## config.mk

```make
export PLATFORM = sky130hd
export DESIGN_NAME = touch_key_conditioner_flat
export DESIGN_NICKNAME = d
export VERILOG_FILES = /design/src/rtl/touch_pkg.sv /design/src/rtl/touch_key_conditioner_if.sv /design/src/rtl/touch_sync.sv /design/src/rtl/touch_key_conditioner.sv /design/src/flat_wrapper.sv
export SDC_FILE = /design/constraint.sdc
export NUM_CORES = 1
export LEC_CHECK = 0
export ABC_AREA = 1
export BUFFER_PORTS_ARGS = -buffer_cell sky130_fd_sc_hd__buf_2
export CORE_ASPECT_RATIO = 0.9
export CORE_MARGIN = 2
export CORE_UTILIZATION = 25
export DETAILED_ROUTE_END_ITERATION = 8
export PLACE_DENSITY = 0.38
export SLEW_MARGIN = 20
export SYNTH_ARGS = -nofsm -noshare
export SYNTH_HDL_FRONTEND = slang
export SYNTH_SLANG_ARGS = --single-unit
```

## constraint.sdc

```tcl
create_clock -name sys_clk -period 2.9 [get_ports sys_clk]
set_input_delay 0.58 -clock sys_clk [delete_from_list [all_inputs] [get_ports sys_clk]]
set_output_delay 0.58 -clock sys_clk [all_outputs]
set_load 0.005 [all_outputs]
```

## src/rtl/touch_pkg.sv

```systemverilog
// rtl/touch_pkg.sv - shared FSM state type and 50 MHz default timings for touch pad conditioning
package touch_pkg;

    typedef enum logic [2:0] {
        IDLE,
        PRESS_DB,
        HELD,
        LONG_HELD,
        RELEASE_DB
    } touch_state_t;

    localparam int DEF_DEBOUNCE_CYC = 1_000_000;
    localparam int DEF_LONG_CYC     = 50_000_000;
    localparam int DEF_REPEAT_CYC   = 10_000_000;

endpackage

```

## src/rtl/touch_key_conditioner_if.sv

```systemverilog
// rtl/touch_key_conditioner_if.sv - raw pad input and conditioned key event bundle
interface touch_key_conditioner_if;

    logic touch_key;
    logic key_level;
    logic press_pulse;
    logic release_pulse;
    logic short_pulse;
    logic long_pulse;
    logic repeat_pulse;

    modport master (
        input  touch_key,
        output key_level,
        output press_pulse,
        output release_pulse,
        output short_pulse,
        output long_pulse,
        output repeat_pulse
    );

    modport slave (
        output touch_key,
        input  key_level,
        input  press_pulse,
        input  release_pulse,
        input  short_pulse,
        input  long_pulse,
        input  repeat_pulse
    );

endinterface

```

## src/rtl/touch_sync.sv

```systemverilog
// rtl/touch_sync.sv - two-flop synchroniser for asynchronous pad inputs, reset to a chosen level
module touch_sync #(
    parameter logic RST_VAL = 1'b0
) (
    input  logic sys_clk,
    input  logic sys_rst_n,
    input  logic raw,
    output logic synced
);

    logic meta;

    always_ff @(posedge sys_clk or negedge sys_rst_n) begin
        if (!sys_rst_n) begin
            meta   <= RST_VAL;
            synced <= RST_VAL;
        end else begin
            meta   <= raw;
            synced <= meta;
        end
    end

endmodule

```

## src/rtl/touch_key_conditioner.sv

```systemverilog
// rtl/touch_key_conditioner.sv - touch pad debounce and short/long classifier; TOUCH_REPEAT_EN adds auto-repeat
module touch_key_conditioner
    import touch_pkg::*;
#(
    parameter int DEBOUNCE_CYC = DEF_DEBOUNCE_CYC,
    parameter int LONG_CYC     = DEF_LONG_CYC,
    parameter int REPEAT_CYC   = DEF_REPEAT_CYC,
    parameter int ACTIVE_HIGH  = 1
) (
    input  logic                      sys_clk,
    input  logic                      sys_rst_n,
    touch_key_conditioner_if.master   key_if
);

    localparam int DB_W   = $clog2(DEBOUNCE_CYC + 1);
    localparam int LONG_W = $clog2(LONG_CYC + 1);
    localparam logic SYNC_RST = (ACTIVE_HIGH == 0);

    if (DEBOUNCE_CYC < 2 || LONG_CYC <= DEBOUNCE_CYC || REPEAT_CYC < 1) begin : g_param_check
        $error("touch_key_conditioner: illegal cycle parameters");
    end

    logic synced;
    logic s_key;

    touch_sync #(.RST_VAL(SYNC_RST)) u_sync (
        .sys_clk   (sys_clk),
        .sys_rst_n (sys_rst_n),
        .raw       (key_if.touch_key),
        .synced    (synced)
    );

    assign s_key = (ACTIVE_HIGH != 0) ? synced : ~synced;

    touch_state_t        state;
    logic                from_long;
    logic [DB_W-1:0]     db_cnt;
    logic [LONG_W-1:0]   hold_cnt;
    logic [DB_W-1:0]     db_next;
    logic [LONG_W-1:0]   hold_next;
    logic                level_r;
    logic                press_r;
    logic                release_r;
    logic                short_r;
    logic                long_r;

    assign db_next   = db_cnt + DB_W'(1);
    assign hold_next = hold_cnt + LONG_W'(1);

`ifdef TOUCH_REPEAT_EN
    localparam int REP_W = $clog2(REPEAT_CYC + 1);
    logic [REP_W-1:0] rep_cnt;
    logic [REP_W-1:0] rep_next;
    logic             repeat_r;

    assign rep_next            = rep_cnt + REP_W'(1);
    assign key_if.repeat_pulse = repeat_r;
`else
    assign key_if.repeat_pulse = 1'b0;
`endif

    // The IDLE->PRESS_DB and HELD->RELEASE_DB edges already count as the first stable
    // cycle, so the accept edge lands exactly DEBOUNCE_CYC samples after the change.
    always_ff @(posedge sys_clk or negedge sys_rst_n) begin
        if (!sys_rst_n) begin
            state     <= IDLE;
            from_long <= 1'b0;
            db_cnt    <= '0;
            hold_cnt  <= '0;
            level_r   <= 1'b0;
            press_r   <= 1'b0;
            release_r <= 1'b0;
            short_r   <= 1'b0;
            long_r    <= 1'b0;
`ifdef TOUCH_REPEAT_EN
            rep_cnt   <= '0;
            repeat_r  <= 1'b0;
`endif
        end else begin
            press_r   <= 1'b0;
            release_r <= 1'b0;
            short_r   <= 1'b0;
            long_r    <= 1'b0;
`ifdef TOUCH_REPEAT_EN
            repeat_r  <= 1'b0;
`endif
            case (state)
                IDLE: begin
                    if (s_key) begin
                        state  <= PRESS_DB;
                        db_cnt <= DB_W'(1);
                    end
                end
                PRESS_DB: begin
                    if (!s_key) begin
                        state  <= IDLE;
                        db_cnt <= '0;
                    end else if (db_next == DB_W'(DEBOUNCE_CYC)) begin
                        state    <= HELD;
                        level_r  <= 1'b1;
                        press_r  <= 1'b1;
                        hold_cnt <= '0;
                        db_cnt   <= '0;
                    end else begin
                        db_cnt <= db_next;
                    end
                end
                HELD: begin
                    hold_cnt <= hold_next;
                    if (hold_next == LONG_W'(LONG_CYC)) begin
                        state  <= LONG_HELD;
                        long_r <= 1'b1;
`ifdef TOUCH_REPEAT_EN
                        rep_cnt <= '0;
`endif
                    end else if (!s_key) begin
                        state     <= RELEASE_DB;
                        from_long <= 1'b0;
                        db_cnt    <= DB_W'(1);
                    end
                end
                LONG_HELD: begin
`ifdef TOUCH_REPEAT_EN
                    if (rep_next == REP_W'(REPEAT_CYC)) begin
                        repeat_r <= 1'b1;
                        rep_cnt  <= '0;
                    end else begin
                        rep_cnt <= rep_next;
                    end
`endif
                    if (!s_key) begin
                        state     <= RELEASE_DB;
                        from_long <= 1'b1;
                        db_cnt    <= DB_W'(1);
                    end
                end
                RELEASE_DB: begin
                    if (s_key) begin
                        state  <= from_long ? LONG_HELD : HELD;
                        db_cnt <= '0;
                    end else if (db_next == DB_W'(DEBOUNCE_CYC)) begin
                        state     <= IDLE;
                        level_r   <= 1'b0;
                        release_r <= 1'b1;
                        short_r   <= ~from_long;
                        from_long <= 1'b0;
                        db_cnt    <= '0;
                    end else begin
                        db_cnt <= db_next;
                    end
                end
                default: state <= IDLE;
            endcase
        end
    end

    assign key_if.key_level     = level_r;
    assign key_if.press_pulse   = press_r;
    assign key_if.release_pulse = release_r;
    assign key_if.short_pulse   = short_r;
    assign key_if.long_pulse    = long_r;

endmodule

```

## src/flat_wrapper.sv

```systemverilog
// flat-port wrapper written by rule: the top's interface ports become plain ports
module touch_key_conditioner_flat import touch_pkg::*;
#(
    parameter int DEBOUNCE_CYC = DEF_DEBOUNCE_CYC,
    parameter int LONG_CYC     = DEF_LONG_CYC,
    parameter int REPEAT_CYC   = DEF_REPEAT_CYC,
    parameter int ACTIVE_HIGH  = 1
)
  (sys_clk, sys_rst_n, key_if_touch_key, key_if_key_level, key_if_press_pulse, key_if_release_pulse, key_if_short_pulse, key_if_long_pulse, key_if_repeat_pulse);
  touch_key_conditioner_if key_if_i ();
  input  logic sys_clk;
  input  logic sys_rst_n;
  input wire logic [$bits(key_if_i.touch_key)-1:0] key_if_touch_key;
  output wire logic [$bits(key_if_i.key_level)-1:0] key_if_key_level;
  output wire logic [$bits(key_if_i.press_pulse)-1:0] key_if_press_pulse;
  output wire logic [$bits(key_if_i.release_pulse)-1:0] key_if_release_pulse;
  output wire logic [$bits(key_if_i.short_pulse)-1:0] key_if_short_pulse;
  output wire logic [$bits(key_if_i.long_pulse)-1:0] key_if_long_pulse;
  output wire logic [$bits(key_if_i.repeat_pulse)-1:0] key_if_repeat_pulse;
  assign key_if_i.touch_key = key_if_touch_key;
  assign key_if_key_level = key_if_i.key_level;
  assign key_if_press_pulse = key_if_i.press_pulse;
  assign key_if_release_pulse = key_if_i.release_pulse;
  assign key_if_short_pulse = key_if_i.short_pulse;
  assign key_if_long_pulse = key_if_i.long_pulse;
  assign key_if_repeat_pulse = key_if_i.repeat_pulse;
  touch_key_conditioner #(.DEBOUNCE_CYC(DEBOUNCE_CYC), .LONG_CYC(LONG_CYC), .REPEAT_CYC(REPEAT_CYC), .ACTIVE_HIGH(ACTIVE_HIGH)) u_core (.sys_clk(sys_clk), .sys_rst_n(sys_rst_n), .key_if(key_if_i));
endmodule
```

# Yosys cells after proc, flatten, opt, wreduce, memory -nomap -nowiden

Cells that the tools add are included.

Input bits: 3
Output and inout port bits: 6
Logic and storage cells: 78
Register bits after elaboration: 57

Multiplexer cells: 38
Bitwise logic cells: 1
Eq/ne operators: 16
Reductions and logical operators: 10
Add/subtract/negate cells: 2

Operator list:

| cell                  | number |
|---|---|
| $mux 20               | 6 |
| $pmux 20 s5           | 1 |
| $mux 26               | 2 |
| $pmux 26 s2           | 1 |
| $add 26x1->26 const B | 1 |
| $eq 26x26->1 const B  | 1 |
| $mux 3                | 7 |
| $add 20x1->20 const B | 1 |
| $eq 20x20->1 const B  | 1 |
| $mux 1                | 18 |
| $pmux 3 s5            | 1 |
| $ne 2x2->1 const B    | 6 |
| $reduce_and 3->1      | 3 |
| $eq 3x2->1 const B    | 2 |
| $ne 3x2->1 const B    | 2 |
| $reduce_and 6->1      | 1 |
| $reduce_and 5->1      | 1 |
| $reduce_bool 5->1     | 1 |
| $ne 2x1->1 const B    | 2 |
| $reduce_bool 2->1     | 2 |
| $eq 3x1->1 const B    | 1 |
| $eq 3x3->1 const B    | 1 |
| $logic_not 3->1       | 1 |
| $pmux 1 s3            | 1 |
| other kinds (3)       | 3 |

# Logic depth before layout (Yosys ltp)

Gate-level depths: netlist (run 1).

Word-level depth: 5
Depth in mapped cells: 17
Mapped depth without buffers: 17

# Modules after synthesis

From an unflattened synthesis (run 1), not the netlist that was laid out.

Cell total of the unflattened synthesis: 650
Area, all modules: 4136.5 µm²

Modules (own cells, without submodules):

| module                | seq. area each (µm²) | cells an instance | times used | area an instance (µm²) |
|---|---|---|---|---|
| touch_key_conditioner | 1376.3               | 648               | 1          | 4086.4 |
| touch_sync            | 50.0                 | 2                 | 1          | 50.0 |

# Least setup slack after synthesis (run 1)

OpenSTA, ideal clock, no wires.

Kind: register to register
Start point: register u_core.db_cnt[0]
End point: register u_core.hold_cnt[0]
Clock period less this slack: 2.029 ns
Path slack: 0.871 ns
Setup time: 0.130 ns
Path buffers: 1
Cell stages (with the launch flop): 12
Data required time: 2.770 ns
Arrival: 1.899 ns
Cell sequence: dfrtp_1 > ha_1 > nand3_1 > xor2_1 > nand3_1 > nor2_1 > nand3_1 > nor2_1 > nand3_2 > buf_2 > nand3_1 > o21ai_1

Longest elaborated chain between the ends: 4

RTL lines:

| what                              | RTL line                     | RTL |
|---|---|---|
| start, declared                   | touch_key_conditioner.sv:37  | `logic [DB_W-1:0] db_cnt;` |
| start signal, assigned            | touch_key_conditioner.sv:105 | `db_cnt <= db_next;` |
| start signal, assigned            | touch_key_conditioner.sv:149 | `db_cnt <= db_next;` |
| $add 20x1->20                     | touch_key_conditioner.sv:47  | `assign db_next = db_cnt + DB_W'(1);` |
| $eq 20x20->1                      | touch_key_conditioner.sv:98  | `end else if (db_next == DB_W'(DEBOUNCE_CYC)) begin` |
| $ne 2x1->1 (no source line)       | -                            |  |
| $reduce_and 3->1 (no source line) | -                            |  |
| end signal, assigned              | touch_key_conditioner.sv:109 | `hold_cnt <= hold_next;` |
| end, declared                     | touch_key_conditioner.sv:38  | `logic [LONG_W-1:0] hold_cnt;` |

Every way passes these cells.
A chain may end at the register's enable or synchronous reset.

# Final worst setup path (run 1)

Start point: register u_core.db_cnt[0]
End point: register u_core.state[0]

Longest elaborated chain between the ends: 4
Elaborated cells between the ends (all ways): 5
Classes of those cells: add/sub: 1; eq/ne: 3; reduce/logical: 1

RTL lines:

| what                                | RTL line                                                  | RTL |
|---|---|---|
| $add 20x1->20 *                     | touch_key_conditioner.sv:47                               |  |
| $eq 20x20->1 *                      | touch_key_conditioner.sv:98, touch_key_conditioner.sv:141 |  |
| $ne 3x2->1 (no source line)         | -                                                         |  |
| $reduce_and 3->1 (no source line) * | -                                                         |  |
| end signal, assigned                | touch_key_conditioner.sv:139                              | `state <= from_long ? LONG_HELD : HELD;` |
| end, declared                       | touch_key_conditioner.sv:35                               | `touch_state_t state;` |

Every way passes the cells marked *; elsewhere a longest branch is shown, timed or not.

==> flow_metrics.py, run 1 <==
metrics = {
    "power_and_ir_drop": {
        "vdd_drop_max_mv": 0.290,
        "powerDensity_nw_per_um2": 611,
        "power_mw": 2.73,
        "p_leak_nw": 1.98,
    },
    "routing": {
        "vias_per_cell": 4.49,
        "drc": 0,
        "dr.first_iter.drc_count": 215,
        "postRouteAntennaNets": 0,
        "drt_first_pass_iters": 4,
        "wl_per_cell_microns": 13.7,
        "wl_microns": 11200,
        "detailroute.via_count": 3668,
    },
    "critical_path": {
        "path_class": "register to register",
        "rr_endpoint": "u_core.state[0]",
        "worstPathArrival_ps": 2830,
        "crit-reg2reg-launch": "u_core.db_cnt[0]",
        "cp-end-kind": "register",
        "worst_ep_required_time_ps": 3180,
        "crit_path_start_kind": "register",
        "critPathMaxFanout": 12,
        "r2r_cells": 13,
        "rrSetupSlack_ps": 350,
    },
    "clock_tree": {
        "cts_buffers": 9,
        "clock-root-buffer": "clkbuf_16",
        "clk-insertion-delay-late_ps": 340,
        "cts-htree-levels": 3,
        "postCtsSetupBuffers": 0,
        "cts_tree": "done",
        "clkTransAtPathRegs_ps": 60,
        "clk_path_buf_depth": 2,
        "cts_hold_buffers": 0,
        "cts.sinks": 57,
    },
    "final_layout": {
        "final_area_sq_um": 4480,
        "drive_gt1_share_pct": 10.7,
        "most-common-layout-cells": "nand2_1 (210), nor2_1 (75), nand3_1 (66)",
        "fill_cells": 1744,
        "area_delta_synth_final_pct": 14.5,
        "final_common_cell": "nand2_1",
        "utilization_pct": 29.1,
        "n_antenna_cell": 0,
        "nets": 615,
    },
    "yosys": {
        "syn_area_sq_um": 3910,
        "syn_nets": 603,
        "ys_ff_latch": 57,
        "syn_area_per_cell_sq_um": 6.54,
        "seq_area_frac_synth_pct": 36.5,
        "syn_inst": 598,
        "ys_types": 37,
        "synth_warnings": 0,
    },
    "placed_design": {
        "place.gp.congestion": 0.914,
        "portBuffers": 7,
        "place_area_sq_um": 4160,
        "pre_cts_slack_ps": 210,
        "hpwlAfterDp_microns": 8320,
    },
    "timing": {
        "setup_violations": 0,
        "fin_crit_ps": 2550,
        "fin_skew_ps": 14.1,
        "rsz0062_at_grt": "no",
        "setup_ws_ps": 350,
        "finalHoldViolCount": 0,
        "finalMaxSlewViolations": 0,
        "fmax_mhz": 392,
        "fin_setup_tns_ps": 0,
        "min_period_over_period_pct": 87.9,
    },
    "grt": {
        "grt_pass1_wl_microns": 18900,
        "grt_overflow": 0,
        "first_global_vias": 3519,
        "antenna_found_initial": 0,
        "grt_max_degree": 28,
        "grt_util_all_layers_pct": 14.7,
    },
    "die": {
        "io_pins": 9,
        "core_area_sq_um": 15400,
        "dieWidth_microns": 136,
        "rows": 43,
        "die_y_microns": 123,
        "initial_core_util_pct": 25.4,
        "dieArea_sq_um": 16700,
    },
    "worst_hold_path": {
        "hp-class": "input pin to async pin",
    },
    "flow_run": {
        "cap_violations": 0,
    },
    "status": {
        "status": "finished, final reports clean",
    },
}
## timing repair
item	in CTS	in global routing
endpoints found under the hold margin	0	0
gates resized for setup	0	3
endpoints found under the setup margin	0	10
## worst max-delay path, stage by stage, from the launching register on
cell,delay [ps]
dfrtp_2,450
ha_1,240
nand3_1,220
xor2_1,290
nand3_1,180
nor2_1,150
nand3_1,80
nor2_1,150
nand2_1,150
nand2_4,190
inv_2,150
nor2_1,120
nand2_1,60
nand2_1,60
## how the worst max path moves through the flow
stage | startpoint | end | slack, ps | cells past startpoint
2_1_floorplan | u_core.db_cnt[0] | u_core.hold_cnt[0] | 870 | 11
6_report | u_core.db_cnt[0] | u_core.state[0] | 350 | 13
3_3_place_gp | u_core.db_cnt[0] | u_core.db_cnt[2] | 160 | 14
4_1_cts | u_core.db_cnt[0] | u_core.state[0] | 180 | 15
3_5_place_dp | u_core.db_cnt[0] | u_core.state[0] | 210 | 15
5_1_grt | u_core.db_cnt[0] | u_core.state[0] | 30 | 17
## through the flow
step	std cells	hold WS [ps]
2_1_floorplan	598	284
3_3_place_gp	801	341
3_5_place_dp	801	342
4_1_cts	817	183
5_1_grt	817	196
6_report	817	170
## per-layer routing
layer | up-vias | part of all wire [%] | global-route usage, %
met5 | - | 0 | 0
met4 | 0 | 0.66 | 2.93
met3 | 6 | 3.5 | 4.09
met2 | 58 | 42 | 21.6
met1 | 1692 | 54 | 21.6
li1 | 1912 | - | -
## synthesized netlist by cell type (all sizes together)
cell / n / area [sq um]
nor2: 89 / 395
or2: 1 / 6.26
and3: 2 / 12.5
a31oi: 1 / 6.26
buf: 6 / 51.3
nand4: 11 / 68.8
nor3: 12 / 65.1
nand3b: 7 / 52.6
xor2: 6 / 52.6
o21ai: 25 / 125
clkbuf: 5 / 18.8
clkdlybuf4s50: 1 / 11.3
xnor2: 5 / 43.8
ha: 2 / 25.0
o211ai: 1 / 7.51
dfrtp: 57 / 1430
o21bai: 3 / 22.5
conb: 1 / 3.75
o31ai: 1 / 7.51
a21oi: 3 / 15.0
nand3: 68 / 358
inv: 66 / 248
clkinv: 1 / 3.75
nand2: 224 / 886
## report_power, final
| part | internal (mW) | switching, mW | total [mW] |
|---|---|---|---|
| clock network | 0.690 | 0.433 | 1.12 |
| logic | 0.160 | 0.520 | 0.680 |
| registers | 0.857 | 0.0745 | 0.932 |
| total | 1.71 | 1.03 | 2.73 |
## kinds of logic after synthesis
kind of cell | Yosys count | synth area share (%)
flops | 57 | 36.5
xor+xnor | 11 | 2.46
compound gates | 34 | 4.70
buf+inv | 79 | 8.51
simple gates | 414 | 47.1
fa+ha+maj | 2 | 0.639
other cells | 1 | 0.0958
## layout make-up
class	instances	area [sq um]	share of cell area, %
clock buffer	10	239	5.34
clock inverter	6	67.6	1.51
inverter	67	251	5.61
multi-input combinational	462	2160	48.2
sequential	57	1430	31.9
tap	202	253	5.64
timing repair buffer	13	80.1	1.79
## sequential cells by signal, summed over array words and instances (netlist names)
| register | flops |
|---|---|
| u_core.hold_cnt | 26 |
| u_core.key_if.key_level | 1 |
| u_core.from_long | 1 |
| u_core.key_if.release_pulse | 1 |
| u_core.state | 3 |
| u_core.db_cnt | 20 |
| u_core.key_if.long_pulse | 1 |
| u_core.u_sync.meta | 1 |
| u_core.key_if.press_pulse | 1 |
| u_core.key_if.short_pulse | 1 |
| u_core.u_sync.synced | 1 |
Power figures use the tool's default switching activity.
==> inputs of run 2 (changes only) <==
CORE_UTILIZATION = 63   (was 25)
PLACE_DENSITY = 0.79   (was 0.38)
==> run 2 against run 1 <==
Net effect: sequential power about the same; clock skew shrank 4.3 ps; core utilization grew 41 points; power down 11%; critical path depth rose by 1; combinational power about the same; critical path type unchanged; critical endpoint is now u_core.state[1]; largest cell class unchanged; highest routed layer unchanged.
==> flow_metrics.py, run 2 (synthesis results as in run 1) <==
metrics = {
    "timing": {
        "fin_skew_ps": 9.82,
        "relSlewSlack_pct": 32.8,
        "setup_violations": 0,
        "fin_crit_ps": 2530,
        "fin_setup_tns_ps": 0,
        "fmax_mhz": 395,
        "min_period_over_period_pct": 87.3,
        "finalMaxSlewViolations": 0,
        "rsz0062_at_grt": "no",
        "finalHoldViolCount": 0,
        "tightestPinTransition_ps": 1000,
    },
    "routing": {
        "dr.first_iter.drc_count": 213,
        "vias_per_cell": 5.53,
        "drc": 0,
        "postRouteAntennaNets": 0,
        "detailroute.via_count": 3796,
        "wl_microns": 9370,
        "wl_per_cell_microns": 13.7,
        "drt_first_pass_iters": 4,
    },
    "critical_path": {
        "crit_path_start": "u_core.db_cnt[0]",
        "critPathSlowestCell": "dfrtp_1",
        "worst_ep_required_time_ps": 3150,
        "crit_top_cell": "nand2_1",
        "rrSetupSlack_ps": 370,
        "cp_cell_sequence": "ha_1 -> nand3_1 -> nor2_1 -> nand2_1 -> nand2_1 -> nand2_1 -> nor2_1 -> nand3_1 -> nor2_2 -> nand2_1 -> nand2_2 -> buf_4 -> o21ai_1 -> a21oi_1",
        "worstPathArrival_ps": 2790,
        "r2r_cells": 14,
        "crit-reg2reg-launch": "u_core.db_cnt[0]",
        "cp.buffers_inverters": 1,
        "cp-end-kind": "register",
        "cp_top_family": "simple AND/OR/NAND/NOR gates",
        "crit_path_start_kind": "register",
        "slowest_delay_ps": 490,
        "rr_endpoint": "u_core.state[1]",
        "path_class": "register to register",
        "critPathMaxFanout": 7,
    },
    "final_layout": {
        "final_common_cell": "nand2_1",
        "area_delta_synth_final_pct": 7.77,
        "nets": 614,
        "n_antenna_cell": 0,
        "fill_cells": 516,
        "largest_register_ffs": 26,
        "final_area_sq_um": 4220,
        "most-common-layout-cells": "nand2_1 (210), nor2_1 (76), nand3_1 (66)",
        "largestRegisters": "u_core.hold_cnt: 26 flops, u_core.db_cnt: 20 flops, u_core.state: 3 flops",
        "drive_gt1_share_pct": 9.93,
        "regMostFlops": "u_core.hold_cnt",
    },
    "worst_hold_path": {
        "hp-class": "input pin to async pin",
    },
    "die": {
        "core_area_sq_um": 6050,
        "initial_core_util_pct": 64.7,
        "dieArea_sq_um": 6860,
        "rows": 27,
        "io_pins": 9,
        "die_y_microns": 78.8,
        "dieWidth_microns": 87.1,
    },
    "placed_design": {
        "place.gp.congestion": 0.944,
        "place_area_sq_um": 4010,
        "portBuffers": 7,
        "hpwlAfterDp_microns": 6780,
    },
    "grt": {
        "grt_util_all_layers_pct": 29.2,
        "first_global_vias": 3562,
        "grt_pass1_wl_microns": 15700,
        "antenna_found_initial": 0,
        "grt_max_degree": 40,
        "grt_overflow": 0,
    },
    "power_and_ir_drop": {
        "powerDensity_nw_per_um2": 574,
        "vdd_drop_max_mv": 0.357,
        "p_leak_nw": 1.94,
        "power_mw": 2.42,
    },
    "clock_tree": {
        "cts-htree-levels": 3,
        "cts_tree": "done",
        "cts_resized": 0,
        "clk_path_buf_depth": 2,
        "cts_buffers": 9,
        "cts_hold_buffers": 0,
        "cts.sinks": 57,
        "clkTransAtPathRegs_ps": 70,
        "clock-root-buffer": "clkbuf_8",
        "postCtsSetupBuffers": 0,
        "clk-insertion-delay-late_ps": 340,
    },
    "flow_run": {
        "cap_violations": 0,
    },
    "status": {
        "status": "finished, final reports clean",
    },
}
==> run 2: worst register-to-register path, delay by kind of cell (launching register included) <==
family,cells,cell delay [ps]
adder cells (fa/ha/maj),1,250
buffers and inverters,1,190
flip-flops,1,490
AO/OA/AOI/OAI,2,210
AND/OR/NAND/NOR,10,1310
==> run 2: metal layers <==
metal | global-route usage (%) | wire, microns | share of wire (%)
met5 | 0 | 0 | 0
met4 | 8.91 | 110 | 1.2
met3 | 6.44 | 476 | 5.1
met2 | 48.9 | 4540 | 48
met1 | 37.8 | 4250 | 45
==> run 2: area by class of cell <==
class / instances / area (sq um) / area share [%]
Tap cell: 72 / 90.1 / 2.14
Sequential cell: 57 / 1430 / 33.8
Inverter: 67 / 251 / 5.96
Multi-Input combinational cell: 462 / 2150 / 51.1
Clock buffer: 11 / 131 / 3.12
Timing Repair Buffer: 12 / 85.1 / 2.02
Clock inverter: 5 / 78.8 / 1.87
==> run 2: metrics by stage <==
stage | instances | utilization (%) | worst slack [ps] | hold WS (ps)
detailed placement | 670 | 66.3 | 428 | 344
global placement | 670 | 66.3 | 428 | 333
global route | 686 | 69.7 | 139 | 321
floorplan | 598 | - | 871 | 284
CTS | 686 | 69.7 | 403 | 315
finish | 686 | 69.7 | 368 | 287
==> run 2: how the worst max path moves through the flow <==
stage                         endpoint  slack, ps  depth (start not counted)
global route         u_core.db_cnt[11]        140                         15
global placement       u_core.state[1]        430                         12
CTS                    u_core.state[1]        400                         12
detailed placement     u_core.state[1]        430                         12
floorplan           u_core.hold_cnt[0]        870                         11
finish                 u_core.state[1]        370                         14
==> run 2: report_power, final <==
part	switching, mW	leakage (nW)	total (mW)	internal (mW)
clock network	0.328	0.108	0.812	0.484
logic	0.503	1.06	0.677	0.174
registers	0.0779	0.782	0.933	0.855
==> inputs of run 3 (changes only) <==
CORE_UTILIZATION = 65   (was 63)
CTS_BUF_LIST = sky130_fd_sc_hd__clkbuf_4 sky130_fd_sc_hd__clkbuf_8   (was unset)
PLACE_DENSITY = 0.81   (was 0.79)
==> run 3 against run 2 <==
Net effect: first-iteration DRC count rose by 60%; critical path depth grew 1; combinational power is 2% lower; count of clock-buffer cells in the layout decreased by 1; critical path type unchanged; critical endpoint is now u_core.db_cnt[15]; largest power group unchanged.
==> flow_metrics.py, run 3 (synthesis results as in run 1) <==
metrics = {
    "die": {
        "rows": 26,
        "core_area_sq_um": 5760,
        "dieWidth_microns": 85.8,
        "initial_core_util_pct": 67.9,
        "io_pins": 9,
        "dieArea_sq_um": 6660,
        "die_y_microns": 77.6,
    },
    "routing": {
        "wl_per_cell_microns": 13.9,
        "detailroute.via_count": 3846,
        "wl_microns": 9490,
        "vias_per_cell": 5.63,
        "dr.first_iter.drc_count": 340,
        "drc": 0,
        "drt_first_pass_iters": 5,
        "postRouteAntennaNets": 0,
    },
    "power_and_ir_drop": {
        "clkPwrFrac_pct": 31.8,
        "p_leak_nw": 1.93,
        "netSwitchingPower_mw": 0.912,
        "power_mw": 2.34,
        "p_sw_share_pct": 39.0,
        "intPower_mw": 1.43,
        "power_frac_seq_pct": 39.8,
        "vdd_drop_max_mv": 0.434,
        "powerDensity_nw_per_um2": 559,
        "combPwrFrac_pct": 28.3,
    },
    "timing": {
        "min_period_over_period_pct": 84.8,
        "fin_skew_ps": 8.32,
        "setup_violations": 0,
        "relSlewSlack_pct": 31.9,
        "fmax_mhz": 407,
        "finalMaxSlewViolations": 0,
        "fin_crit_ps": 2460,
        "tightestPinTransition_ps": 1020,
        "rsz0062_at_grt": "no",
        "fin_setup_tns_ps": 0,
        "whs_ps": 199,
        "finalHoldViolCount": 0,
        "setup_ws_ps": 440,
    },
    "critical_path": {
        "worstPathArrival_ps": 2690,
        "r2r_cells": 15,
        "crit_path_start_kind": "register",
        "path_class": "register to register",
        "worst_ep_required_time_ps": 3130,
        "critPathMaxFanout": 11,
        "cp-end-kind": "register",
    },
    "clock_tree": {
        "cts_buffers": 9,
        "cts_tree": "done",
        "cts_resized": 0,
        "postCtsSetupBuffers": 0,
        "cts_hold_buffers": 0,
        "clk_path_buf_depth": 2,
        "cts-htree-levels": 3,
        "clkTransAtPathRegs_ps": 70,
        "clk-insertion-delay-late_ps": 340,
        "cts.sinks": 57,
        "clock-root-buffer": "clkbuf_8",
    },
    "final_layout": {
        "area_delta_synth_final_pct": 6.97,
        "n_antenna_cell": 0,
        "seqCellArea_sq_um": 1430,
        "final_common_cell": "nand2_1",
        "drive_gt1_share_pct": 10.1,
        "largestRegisters": "u_core.hold_cnt: 26 flops, u_core.db_cnt: 20 flops, u_core.state: 3 flops",
        "fill_cells": 489,
        "regMostFlops": "u_core.hold_cnt",
        "nets": 614,
        "largest_register_ffs": 26,
        "most-common-layout-cells": "nand2_1 (210), nor2_1 (76), nand3_1 (66)",
        "multi_input_area_sq_um": 2150,
        "layoutNonFillerInstCount": 683,
    },
    "placed_design": {
        "pre_cts_slack_ps": 506,
        "portBuffers": 7,
        "place.gp.congestion": 1.02,
        "dp_cells": 668,
        "hpwlAfterDp_microns": 6970,
    },
    "grt": {
        "grt_busiest_layer": "met1",
        "grt_max_degree": 40,
        "global_route.usage.met3_pct": 6.70,
        "grtUsageMet2_pct": 45.2,
        "met1_usage_pct": 46.7,
        "antenna_found_initial": 0,
        "grt_overflow": 0,
        "grt_util_all_layers_pct": 31.1,
        "grt_pass1_wl_microns": 16400,
        "first_global_vias": 3588,
    },
    "status": {
        "status": "finished, final reports clean",
    },
    "worst_hold_path": {
        "hp-class": "input pin to async pin",
    },
    "flow_run": {
        "cap_violations": 0,
    },
}
## run 3: through the flow
step	util, %	area, sq um
after floorplan	-	3910
after global placement	69.3	3990
after detailed placement	69.3	3990
after CTS	72.7	4190
after global routing	72.7	4190
final	72.7	4190
## run 3: worst paths after layout
| kind | slack, ps | to | from |
|---|---|---|---|
| worst max-delay path | 440 | u_core.db_cnt[15] | u_core.db_cnt[0] |
| worst min-delay path | 200 | u_core.state[0] | sys_rst_n |
| worst max register to register | 440 | u_core.db_cnt[15] | u_core.db_cnt[0] |
| worst min register to register | 360 | u_core.u_sync.synced | u_core.u_sync.meta |
| max in group asynchronous | 2070 | u_core.hold_cnt[12] | sys_rst_n |
| min in group sys_clk | 350 | u_core.u_sync.meta | key_if_touch_key |
## run 3: final cells by class
type	instances	area share [%]
multi-input cells	462	51.5
flip-flops and latches	57	34.1
inverters	67	6.01
clock buffers	10	3.29
well taps	70	2.09
repair buffers	12	1.73
clock inverters	5	1.35
## run 3: critical path, stage by stage (launching register included)
cell and delay, ps:
dfrtp_1 460, ha_1 230, nand3_1 180, inv_2 120, nand2_1 120, o21ai_1 150, nand2_1 100, nor2_1 150
nand3_1 80, nor2_1 150, nand2_1 120, nand2_2 80, buf_4 200, nor3_1 90, inv_1 60, nand2_1 40
## run 3: power by group through the flow
stage                     combinational (mW)  clock, mW  sequential, mW
final                                  0.663      0.745           0.932
after CTS                              0.654      0.756           0.930
after detailed placement               0.645          0           0.942
after floorplan                        0.537          0           0.925
after global routing                   0.741      0.783           0.942
after global placement                 0.630          0           0.938
## run 3: routing by layer
layer	up-vias	wire [microns]
met3	14	729
met4	0	116
met1	1758	4750
met5	-	0
li1	1911	-
met2	163	3890
